File: config.mk
export PLATFORM = sky130hd
export DESIGN_NAME = game_state_ctrl_flat
export DESIGN_NICKNAME = d
export VERILOG_FILES = /design/src/rtl/game_state_ctrl_if.sv /design/src/rtl/game_state_ctrl.sv /design/src/flat_wrapper.sv
export SDC_FILE = /design/constraint.sdc
export NUM_CORES = 1
export LEC_CHECK = 0
export ABC_CLOCK_PERIOD_IN_PS = 2300
export CORE_AREA = 2 2 81 83
export DETAILED_ROUTE_END_ITERATION = 8
export DIE_AREA = 0 0 83 85
export PLACE_DENSITY = 0.66
export SYNTH_ARGS = -nofsm -noshare
export SYNTH_HDL_FRONTEND = slang
export SYNTH_SLANG_ARGS = --single-unit
export TNS_END_PERCENT = 5
File: constraint.sdc
create_clock -name clk_1KHz -period 2.3 [get_ports clk_1KHz]
set_input_delay 0.575 -clock clk_1KHz [delete_from_list [all_inputs] [get_ports clk_1KHz]]
set_output_delay 0.575 -clock clk_1KHz [all_outputs]
set_load 0.005 [all_outputs]
File: src/rtl/game_state_ctrl_if.sv
// Button/display bundle between the board and the game state controller.
// Latency: none, wires only.
// Backpressure: none; buttons are free-running levels, outputs are registered levels/pulses.
//
// Signals:
//   btn_start, btn_step, btn_quit : raw asynchronous push-buttons, active-high
//   state                         : 4-bit game state code for the 7-segment display
//   over_cause                    : why the game ended, nonzero only while in OVER
//   state_chg                     : one-cycle pulse the cycle after state changes
interface game_state_ctrl_if;
    logic       btn_start;
    logic       btn_step;
    logic       btn_quit;
    logic [3:0] state;
    logic [1:0] over_cause;
    logic       state_chg;

    // master drives the buttons and observes the display outputs
    modport master (
        output btn_start, btn_step, btn_quit,
        input  state, over_cause, state_chg
    );

    // slave is the controller itself
    modport slave (
        input  btn_start, btn_step, btn_quit,
        output state, over_cause, state_chg
    );
endinterface

File: src/rtl/game_state_ctrl.sv
// Game state controller: sync + debounce three buttons, run IDLE/HOLA/PLAY1..4/OVER FSM with timers.
// Latency: raw press held from edge 1 changes state at edge DEBOUNCE_MS+3; state_chg one edge later.
// Backpressure: none; presses arriving while an event is ignored or outranked are dropped.
//
// Ports:
//   clk_1KHz : 1 kHz system clock
//   rst_n    : asynchronous active-low reset
//   bus      : slave side of game_state_ctrl_if (buttons in, state/over_cause/state_chg out)
module game_state_ctrl #(
    parameter int unsigned DEBOUNCE_MS = 20,
    parameter int unsigned GREET_MS    = 2000,
    parameter int unsigned OVER_MS     = 3000,
    parameter int unsigned INACT_MS    = 10000
) (
    input  logic              clk_1KHz,
    input  logic              rst_n,
    game_state_ctrl_if.slave  bus
);

    typedef enum logic [3:0] {
        ST_IDLE  = 4'd0,
        ST_HOLA  = 4'd1,
        ST_PLAY1 = 4'd2,
        ST_PLAY2 = 4'd3,
        ST_PLAY3 = 4'd4,
        ST_PLAY4 = 4'd5,
        ST_OVER  = 4'd6
    } state_t;

    localparam logic [1:0] CAUSE_NONE = 2'd0;
    localparam logic [1:0] CAUSE_DONE = 2'd1;
    localparam logic [1:0] CAUSE_QUIT = 2'd2;
    localparam logic [1:0] CAUSE_TMO  = 2'd3;

    localparam logic [7:0]  DB_LAST    = 8'(DEBOUNCE_MS - 1);
    localparam logic [15:0] GREET_LAST = 16'(GREET_MS - 1);
    localparam logic [15:0] OVER_LAST  = 16'(OVER_MS - 1);
    localparam logic [15:0] INACT_LAST = 16'(INACT_MS - 1);

    // bit 0 = start, bit 1 = step, bit 2 = quit
    logic [2:0] w_btn_raw;
    logic [2:0] r_s1;
    logic [2:0] r_s2;
    logic [2:0] r_db;
    logic [2:0] r_db_q;
    logic [7:0] r_cnt [3];
    logic [2:0] w_press;

    assign w_btn_raw = {bus.btn_quit, bus.btn_step, bus.btn_start};

    always_ff @(posedge clk_1KHz or negedge rst_n) begin
        if (!rst_n) begin
            r_s1   <= '0;
            r_s2   <= '0;
            r_db   <= '0;
            r_db_q <= '0;
            for (int i = 0; i < 3; i++) r_cnt[i] <= '0;
        end else begin
            r_s1   <= w_btn_raw;
            r_s2   <= r_s1;
            r_db_q <= r_db;
            for (int i = 0; i < 3; i++) begin
                // any disagreement must persist DEBOUNCE_MS consecutive cycles
                if (r_s2[i] != r_db[i]) begin
                    if (r_cnt[i] == DB_LAST) begin
                        r_db[i]  <= r_s2[i];
                        r_cnt[i] <= '0;
                    end else begin
                        r_cnt[i] <= r_cnt[i] + 8'd1;
                    end
                end else begin
                    r_cnt[i] <= '0;
                end
            end
        end
    end

    assign w_press = r_db & ~r_db_q;

    logic        w_start;
    logic        w_step;
    logic        w_quit;
    state_t      r_state;
    logic [3:0]  r_state_q;
    logic        r_state_chg;
    logic [1:0]  r_cause;
    logic [15:0] r_timer;
    logic [15:0] w_timer_inc;

    assign w_start     = w_press[0];
    assign w_step      = w_press[1];
    assign w_quit      = w_press[2];
    assign w_timer_inc = (r_timer == 16'hFFFF) ? r_timer : r_timer + 16'd1;

    // Every branch that moves r_state also zeroes r_timer, overriding the default increment.
    always_ff @(posedge clk_1KHz or negedge rst_n) begin
        if (!rst_n) begin
            r_state     <= ST_IDLE;
            r_state_q   <= 4'd0;
            r_state_chg <= 1'b0;
            r_cause     <= CAUSE_NONE;
            r_timer     <= '0;
        end else begin
            r_state_q   <= r_state;
            r_state_chg <= (r_state != r_state_q);
            r_timer     <= w_timer_inc;
            case (r_state)
                ST_IDLE: begin
                    if (w_start) begin
                        r_state <= ST_HOLA;
                        r_timer <= '0;
                    end
                end
                ST_HOLA: begin
                    if (w_quit) begin
                        r_state <= ST_IDLE;
                        r_timer <= '0;
                    end else if (w_start || r_timer == GREET_LAST) begin
                        r_state <= ST_PLAY1;
                        r_timer <= '0;
                    end
                end
                ST_PLAY1, ST_PLAY2, ST_PLAY3, ST_PLAY4: begin
                    if (w_quit) begin
                        r_state <= ST_OVER;
                        r_cause <= CAUSE_QUIT;
                        r_timer <= '0;
                    end else if (w_step) begin
                        r_timer <= '0;
                        if (r_state == ST_PLAY4) begin
                            r_state <= ST_OVER;
                            r_cause <= CAUSE_DONE;
                        end else begin
                            r_state <= state_t'(r_state + 4'd1);
                        end
                    end else if (r_timer == INACT_LAST) begin
                        r_state <= ST_OVER;
                        r_cause <= CAUSE_TMO;
                        r_timer <= '0;
                    end
                end
                ST_OVER: begin
                    if (w_start || r_timer == OVER_LAST) begin
                        r_state <= ST_IDLE;
                        r_cause <= CAUSE_NONE;
                        r_timer <= '0;
                    end
                end
                default: begin
                    // unreachable codes recover to IDLE
                    r_state <= ST_IDLE;
                    r_cause <= CAUSE_NONE;
                    r_timer <= '0;
                end
            endcase
        end
    end

    assign bus.state      = r_state;
    assign bus.over_cause = r_cause;
    assign bus.state_chg  = r_state_chg;

endmodule

File: src/flat_wrapper.sv
// flat-port wrapper written by rule: the top's interface ports become plain ports
module game_state_ctrl_flat 
#(
    parameter int unsigned DEBOUNCE_MS = 20,
    parameter int unsigned GREET_MS    = 2000,
    parameter int unsigned OVER_MS     = 3000,
    parameter int unsigned INACT_MS    = 10000
)
  (clk_1KHz, rst_n, bus_btn_start, bus_btn_step, bus_btn_quit, bus_state, bus_over_cause, bus_state_chg);
  game_state_ctrl_if bus_i ();
  input  logic clk_1KHz;
  input  logic rst_n;
  input wire logic [$bits(bus_i.btn_start)-1:0] bus_btn_start;
  input wire logic [$bits(bus_i.btn_step)-1:0] bus_btn_step;
  input wire logic [$bits(bus_i.btn_quit)-1:0] bus_btn_quit;
  output wire logic [$bits(bus_i.state)-1:0] bus_state;
  output wire logic [$bits(bus_i.over_cause)-1:0] bus_over_cause;
  output wire logic [$bits(bus_i.state_chg)-1:0] bus_state_chg;
  assign bus_i.btn_start = bus_btn_start;
  assign bus_i.btn_step = bus_btn_step;
  assign bus_i.btn_quit = bus_btn_quit;
  assign bus_state = bus_i.state;
  assign bus_over_cause = bus_i.over_cause;
  assign bus_state_chg = bus_i.state_chg;
  game_state_ctrl #(.DEBOUNCE_MS(DEBOUNCE_MS), .GREET_MS(GREET_MS), .OVER_MS(OVER_MS), .INACT_MS(INACT_MS)) u_core (.clk_1KHz(clk_1KHz), .rst_n(rst_n), .bus(bus_i));
endmodule
==> reports/results.tsv, run 1 <==
metric	value	unit
outcome	finished clean	
crit path launch type	flop	
Layout Nets	324	
via-per-instance ratio	5.45	
Register-to-Register Path Depth	7	
clock latency at the later pin of the worst-skew pair	0.34	ns
FF-to-FF Start	u_core.r_timer[0]	
first-pass GRT wire length	9680	um
Post-synth top flop	dfrtp_1	
Setup Skew	0.00789	ns
final period utilization	94.6	%
final setup fails	0	
HPWL Detailed	3670	um
Cell variety after synth	43	
Pleak	1.51	nW
pwr dens	965	nW/um^2
area leader, netlist	dfrtp_1	
share of cells above drive strength 1	12.0	%
Post-CTS Hold Buffers	0	
Max Cap Viol	0	
number of antenna violations at the first check in global routing	0	
row count	29	
sequential fraction of the synthesis area	53.1	%
Post-synth EDFFs	0	
Sw Ratio	30.8	%
DIE WIDTH	83	um
fmax	0.459	GHz
cell area after synthesis	2970	sq um
Initial Utilization	47.9	%
min Tclk post-route	2.18	ns
Sequential Power Share	40.4	%
final hold violations	0	
drt pass-1 iters	4	
Worst EP arrival	2.40	ns
combinational fraction of design power	27.5	%
remaining global-route overflow	0	
max-slew violations	0	
Worst setup startpoint	u_core.r_timer[0]	
GRT Resource Usage Total	17.1	%
Synth Area per Inst	10.4	sq um
Final ANT Viol Nets	0	
CTS tree	yes	
switching component of the power	0.00103	W
Crit Path Max Fanout	6	
setup_tns	0	ns
vias in the first global route	2121	
largest net degree at the start of global routing	44	
wire per inst	13.9	um
TritonCTS Buffers	9	
unrepaired setup endpoints after global routing	false	
Initial DRC Count	135	
post-CTS setup buffer count	0	
H-tree levels	3	
top post-synthesis cells by count	63 x dfrtp_1, 43 x nor2_1, 19 x nand2_1, 16 x xor2_1, 15 x xnor2_1	
Hold Path Class	input port to async pin	
Core ar.	6200	sq um
port bufs	11	
#FFs+latches synth	63	
worst-margin pin slew	0.494	ns
diode count	0	
CP endpoint kind	flop	
Synth top area share	53.1	%
cell count after synthesis	285	
WS Path Type	flop to flop	
design area	3450	sq um
worst vdd ir	0.470	mV
most common cell in the netlist	dfrtp_1	
Final GP Congestion	0.881	
Reg clk slew, reported paths	0.07	ns
Post-Syn Nets	298	
die area	7060	sq um
Area Growth Syn to Fin	16.3	%
io pins	12	
total wire length	5460	um
top cells by area, synth	dfrtp_1 53%, nor2_1 5.4%, xor2_1 4.7%	
Chip Height	85	um
clk buf depth	2	
Via Count	2140	
Max-slew headroom	67.0	%
yosys warns	0	
clock sink count	63	
Root Driver	clkbuf_8	
Post-route DRC	0	
Required @ worst endpoint	2.52	ns
ys async rst share	100	%
Clock power frac	32.1	%
Placement Cell Area	3210	sq um
Internal Pwr Total	0.00231	W
worst max-delay path, stage by stage (launching register included):
cell	delay [ns]
dfrtp_1	0.38
ha_2	0.22
and3_1	0.17
nand3_1	0.11
or4_4	0.52
a31oi_4	0.28
o21ai_2	0.11
mux2_2	0.28
layer usage:
metal | GRT usage [%] | wire length [um]
met1 | 23.4 | 2650
met2 | 25.5 | 2460
met3 | 3.21 | 209
met4 | 10.1 | 142
met5 | 0 | 0
stage by stage:
stage | hold WS [ns] | instances | util [%] | worst slack, ns | total power, W
after floorplan | 0.279 | 285 | - | 0.201 | 0.00197
after global placement | 0.332 | 376 | 51.7 | 0.132 | 0.00219
after detailed placement | 0.336 | 376 | 51.7 | 0.0794 | 0.00221
after CTS | 0.196 | 392 | 55.3 | 0.0634 | 0.00330
after global routing | 0.226 | 393 | 55.7 | 0.00293 | 0.00356
final | 0.195 | 393 | 55.7 | 0.123 | 0.00333
registers in the layout, indices dropped and copies added, names as in the netlist:
register               flops
u_core.r_cnt              24
u_core.r_timer            16
u_core.bus.over_cause      2
u_core.bus.state_chg       1
u_core.bus.state           4
u_core.r_state_q           4
u_core.r_s2                3
u_core.r_s1                3
u_core.r_db                3
u_core.r_db_q              3
cell usage in the layout (no fill, tap or decap), drive strengths merged, types with 9 or more instances in the layout:
master	instances
nand4	12
o21ai	9
xnor2	15
nand3	13
nor2	43
clkdlybuf4s50	10
dfrtp	63
clkbuf	11
nand2	19
xor2	16
logic make-up (layout without fill, tap and decap cells):
group,count (synthesis),in the layout,share of synthesized area [%]
AO/OA/AOI/OAI,27,27,6.19
XOR/XNOR,31,31,9.14
adder cells (fa/ha/maj),8,8,3.37
buffers and inverters,10,40,1.64
flip-flops,63,63,53.1
multiplexers,6,6,2.23
AND/OR/NAND/NOR,140,141,24.3
power by group through the flow:
stage / logic [W] / registers [W] / clock network [W]
finish: 0.000916 / 0.00135 / 0.00107
global route: 0.00102 / 0.00137 / 0.00116
CTS: 0.000848 / 0.00135 / 0.00111
detailed placement: 0.000845 / 0.00137 / 0
global placement: 0.000831 / 0.00136 / 0
floorplan: 0.000632 / 0.00134 / 0
path summary, 6_finish.rpt:
kind	to	slack, ns
setup / recovery	u_core.bus.over_cause[0]	0.12
hold / removal	u_core.r_state_q[1]	0.19
setup reg to reg	u_core.bus.over_cause[0]	0.12
hold reg to reg	u_core.r_s2[2]	0.35
max in group asynchronous	u_core.r_cnt[14]	1.52
min in group clk_1KHz	u_core.r_s2[2]	0.35
area by class of cell:
cell class | instances | area, sq um
clock buffers | 11 | 141
clock inverters | 5 | 81.3
fillers | 541 | 2750
inverters | 6 | 22.5
multi-input cells | 213 | 1360
flip-flops and latches | 63 | 1580
well taps | 77 | 96.3
repair buffers | 18 | 170
repair_timing:
item                                    CTS  global route
endpoints found under the hold margin     0             0
endpoints found under the setup margin    0            22
gates resized for setup                   0             7
No activity file was read; power rests on OpenSTA's default activity.
==> run 2: changes to the inputs <==
--- a/config.mk
+++ b/config.mk
@@ -10,6 +10,8 @@
 export DETAILED_ROUTE_END_ITERATION = 8
 export DIE_AREA = 0 0 83 85
 export PLACE_DENSITY = 0.66
+export SKIP_LAST_GASP = 1
+export SLEW_MARGIN = 10
 export SYNTH_ARGS = -nofsm -noshare
 export SYNTH_HDL_FRONTEND = slang
 export SYNTH_SLANG_ARGS = --single-unit
==> run 2 against run 1 <==
  * Largest power group unchanged
  * Critical path depth stayed put
  * Sequential power hardly changed
  * Total power hardly changed
  * Sequential share of layout area hardly changed
  * Largest cell class unchanged
  * Fmax is 1.5% lower
==> reports/results.tsv, run 2 (same netlist as run 1, synthesis figures left out) <==
metric	value	unit
CTS tree	yes	
TritonCTS Buffers	9	
final period utilization	96.1	%
vias in the first global route	2121	
max FFs per register	24	
commonest non-fill, non-tap cells in the layout	61 x dfrtp_1, 43 x nor2_1, 19 x nand2_1	
post-placement setup slack	0.0794	ns
Pleak	1.51	nW
Max Cap Viol	0	
GRT Resource Usage Total	17.1	%
min Tclk post-route	2.21	ns
Final ANT Viol Nets	0	
diode count	0	
Placement Cell Area	3210	sq um
max-slew violations	0	
Final Power	0.00333	W
Sequential Power Share	40.4	%
Max-slew headroom	67.1	%
Reg clk slew, reported paths	0.07	ns
Setup Skew	0.00837	ns
Crit Path Max Fanout	6	
Critical-path top delay cell	or4_4	
final setup fails	0	
Initial DRC Count	116	
design area	3450	sq um
port bufs	11	
commonest non-fill, non-tap cell in the layout	dfrtp_1	
largest net degree at the start of global routing	44	
clk buf depth	2	
final hold violations	0	
WS Path Type	flop to flop	
wire per inst	13.9	um
Final GP Congestion	0.881	
total wire length	5480	um
Area Growth Syn to Fin	16.2	%
Register Area	1580	sq um
Filler cells	542	
critical path's top delay family	simple AND/OR/NAND/NOR gates	
DIE WIDTH	83	um
Chip Height	85	um
Layout Nets	324	
Hold Path Class	input port to async pin	
Required @ worst endpoint	2.53	ns
Placed Cells	376	
unrepaired setup endpoints after global routing	true	
number of antenna violations at the first check in global routing	0	
Initial Utilization	47.9	%
Root Driver	clkbuf_8	
drt pass-1 iters	4	
Top Registers	u_core.r_cnt x24, u_core.r_timer x16	
H-tree levels	3	
Clock power frac	32.2	%
die area	7060	sq um
pwr dens	966	nW/um^2
fmax	0.453	GHz
Via Count	2160	
via-per-instance ratio	5.50	
crit path launch type	flop	
fin worst setup slack	0.0903	ns
HPWL Detailed	3670	um
remaining global-route overflow	0	
share of cells above drive strength 1	11.7	%
Multi-input gate area	1360	sq um
outcome	finished clean	
io pins	12	
crit-path cells	ha_1 -> and3_1 -> nand3_1 -> or4_4 -> a31oi_4 -> o21ai_2 -> mux2_2	
Internal Pwr Total	0.00230	W
first-pass GRT wire length	9680	um
Sw Ratio	30.9	%
row count	29	
Post-route DRC	0	
switching component of the power	0.00103	W
clock latency at the later pin of the worst-skew pair	0.35	ns
worst stage delay on the critical path	0.51	ns
Worst EP arrival	2.44	ns
Core ar.	6200	sq um
clock sink count	63	
combinational fraction of design power	27.3	%
worst vdd ir	0.472	mV
post-CTS setup buffer count	0	
CP endpoint kind	flop	
Post-CTS Hold Buffers	0	
worst-margin pin slew	0.494	ns
WP buf/inv	0	
top register by number of flip-flops	u_core.r_cnt	
hold slack	0.188	ns
final std cells w/o fill	393	
run 2: area by class of cell:
type / instances / share of cell area [%]
clock buffers: 11 / 4.10
clock inverters: 5 / 2.36
inverters: 6 / 0.652
multi-input cells: 213 / 39.4
flip-flops and latches: 63 / 45.7
well taps: 77 / 2.79
repair buffers: 18 / 4.93
run 2: per-stage QoR:
stage | TNS, ns | util (%)
floorplan | 0 | -
global route | -0.186 | 55.6
detailed placement | 0 | 51.7
global placement | 0 | 51.7
CTS | 0 | 55.3
finish | 0 | 55.6
run 2: power by group through the flow:
stage               combinational (W)  sequential (W)  clock (W)
floorplan                    0.000632         0.00134          0
global placement             0.000831         0.00136          0
detailed placement           0.000845         0.00137          0
CTS                          0.000848         0.00135    0.00111
global route                  0.00101         0.00137    0.00116
finish                       0.000910         0.00135    0.00108
run 2: final timing paths:
kind	from	end	slack [ns]	cells past startpoint
setup / recovery	u_core.r_timer[0]	u_core.bus.over_cause[0]	0.09	7
hold / removal	rst_n	u_core.r_state_q[1]	0.19	1
setup reg to reg	u_core.r_timer[0]	u_core.bus.over_cause[0]	0.09	7
hold reg to reg	u_core.r_s1[2]	u_core.r_s2[2]	0.35	0
max in group asynchronous	rst_n	u_core.r_cnt[14]	1.52	2
min in group clk_1KHz	u_core.r_s1[2]	u_core.r_s2[2]	0.35	0
run 2: repair_timing:
action / CTS / global route
endpoints found under the hold margin: 0 / 0
setup endpoints to repair: 0 / 22
gates resized for setup: 0 / 6
run 2: routing by layer:
metal / GRT usage, % / part of all wire (%) / vias up
met3: 3.21 / 3.7 / 12
met1: 23.4 / 49 / 1054
li1: - / - / 1050
met4: 10.1 / 2.0 / 0
met5: 0 / 0 / -
met2: 25.5 / 45 / 44
run 2: worst register-to-register path: stages, from the launching register on:
cell and delay (ns):
dfrtp_1 0.38, ha_1 0.22, and3_1 0.18, nand3_1 0.11, or4_4 0.51, a31oi_4 0.29, o21ai_2 0.11, mux2_2 0.28
==> run 3: changes to the inputs <==
--- a/config.mk
+++ b/config.mk
@@ -6,9 +6,9 @@
 export NUM_CORES = 1
 export LEC_CHECK = 0
 export ABC_CLOCK_PERIOD_IN_PS = 2300
-export CORE_AREA = 2 2 81 83
+export CORE_AREA = 2 2 74 90
 export DETAILED_ROUTE_END_ITERATION = 8
-export DIE_AREA = 0 0 83 85
+export DIE_AREA = 0 0 76 92
 export PLACE_DENSITY = 0.66
 export SKIP_LAST_GASP = 1
 export SLEW_MARGIN = 10
==> run 3 against run 2 <==
  * Clock skew shrank 0.0011 ns
  * Clock-buffer cell count decreased by 2
  * Die area fell by 0.89%
  * Worst setup slack worse by 0.0095 ns
  * Flip-flop and latch count unchanged
  * Combinational power hardly changed
  * Critical path depth unchanged
  * Register-to-register slack is essentially flat
  * Final area grew 0.25%
  * Global-route usage decreased by 0.18 points
  * Clock power shrank 13%
  * Critical path type unchanged
  * Critical endpoint is now u_core.bus.state[3]
  * Largest power group unchanged
==> reports/results.tsv, run 3 (same netlist as run 1, synthesis figures left out) <==
metric	value	unit
unrepaired setup endpoints after global routing	true	
io pins	12	
share of cells above drive strength 1	13.0	%
Core ar.	6210	sq um
row count	32	
max-slew violations	0	
total wire length	5360	um
Worst EP arrival	2.50	ns
final hold violations	0	
Post-CTS Hold Buffers	0	
clock sink count	63	
Layout Nets	330	
Pleak	1.52	nW
design area	3460	sq um
die area	6990	sq um
WS Path Type	flop to flop	
WP buf/inv	0	
pwr dens	924	nW/um^2
fmax	0.451	GHz
Setup Skew	0.00729	ns
crit path launch type	flop	
Initial Utilization	47.9	%
clock latency at the later pin of the worst-skew pair	0.34	ns
max FFs per register	24	
Final ANT Viol Nets	0	
Placement Cell Area	3250	sq um
Top Registers	u_core.r_cnt x24, u_core.r_timer x16	
Area Growth Syn to Fin	16.5	%
H-tree levels	3	
Max Cap Viol	0	
drt pass-1 iters	4	
Via Count	2165	
port bufs	11	
most frequent CP cell	and3_1	
Critical-path top delay cell	or4_4	
top register by number of flip-flops	u_core.r_cnt	
Max-slew headroom	63.5	%
worst vdd ir	0.441	mV
CP endpoint kind	flop	
outcome	finished clean	
commonest non-fill, non-tap cell in the layout	dfrtp_1	
Reg clk slew, reported paths	0.07	ns
commonest non-fill, non-tap cells in the layout	63 x dfrtp_1, 43 x nor2_1, 19 x nand2_1	
setup_tns	0	ns
HPWL Detailed	3750	um
final setup fails	0	
Filler cells	537	
vias in the first global route	2118	
final period utilization	96.5	%
number of antenna violations at the first check in global routing	0	
Root Driver	clkbuf_8	
GRT Resource Usage Total	16.9	%
Initial DRC Count	127	
largest net degree at the start of global routing	27	
Post-route DRC	0	
Hold Path Class	input port to async pin	
CTS tree	yes	
Chip Height	92	um
worst stage delay on the critical path	0.51	ns
Required @ worst endpoint	2.58	ns
worst-margin pin slew	0.548	ns
Final Power	0.00320	W
Final GP Congestion	0.849	
post-layout util	55.8	%
wire per inst	13.2	um
first-pass GRT wire length	9430	um
Placed Cells	390	
remaining global-route overflow	0	
TritonCTS Buffers	9	
critical path's top delay family	simple AND/OR/NAND/NOR gates	
final std cells w/o fill	407	
min Tclk post-route	2.22	ns
crit-path cells	ha_1 -> and3_1 -> nand3_1 -> or4_4 -> a31oi_4 -> and2_4 -> and3_1	
Crit Path Max Fanout	10	
via-per-instance ratio	5.32	
clk buf depth	2	
DIE WIDTH	76	um
diode count	0	
run 3: cell count changes in the layout (fill, tap and decap cells not counted):
cell,before,now
clkinv_2,1,2
clkbuf_8,10,9
clkinvlp_4,1,2
dfrtp_2,2,0
dfrtp_1,61,63
buf_4,6,13
bufinv_16,2,1
clkbuf_1,1,0
inv_6,0,1
nor2b_2,0,1
buf_12,1,0
nor2b_4,1,0
run 3: power by group:
part	internal, W	leakage, nW	switching (W)
Clock	0.000501	0.0956	0.000444
Sequential	0.00123	0.834	0.000112
Combinational	0.000431	0.589	0.000482
run 3: path summary, 6_finish.rpt:
kind	start	endpoint	slack, ns	depth (start not counted)
min in group clk_1KHz	u_core.r_s1[1]	u_core.r_s2[1]	0.35	0
worst min register to register	u_core.r_s1[1]	u_core.r_s2[1]	0.35	0
worst max-delay path	u_core.r_timer[0]	u_core.bus.state[3]	0.08	7
worst min-delay path	rst_n	u_core.r_state_q[1]	0.21	1
max in group asynchronous	rst_n	u_core.r_cnt[12]	1.53	2
worst max register to register	u_core.r_timer[0]	u_core.bus.state[3]	0.08	7
run 3: area by class of cell:
class / instances / area [sq um] / share of cell area [%]
flip-flops and latches: 63 / 1580 / 45.6
multi-input cells: 213 / 1360 / 39.2
repair buffers: 24 / 203 / 5.86
clock buffers: 9 / 124 / 3.58
well taps: 85 / 106 / 3.07
clock inverters: 7 / 72.6 / 2.10
inverters: 6 / 22.5 / 0.651
run 3: timing repair:
action,CTS,global route
endpoints found under the setup margin,0,19
buffers inserted,0,0
gates resized for setup,0,3
run 3: stage by stage:
stage	hold slack, ns	worst slack, ns
after floorplan	0.279	0.201
after global routing	0.262	-0.0334
after global placement	0.332	0.158
after detailed placement	0.335	0.0764
after CTS	0.232	0.0748
final	0.215	0.0808
run 3: routing by layer:
layer / global-route usage (%) / wire [um] / vias to the layer above
li1: - / - / 1068
met2: 28.0 / 2610 / 44
met5: 0 / 0 / -
met1: 20.4 / 2440 / 1041
met3: 3.84 / 192 / 12
met4: 9.70 / 119 / 0
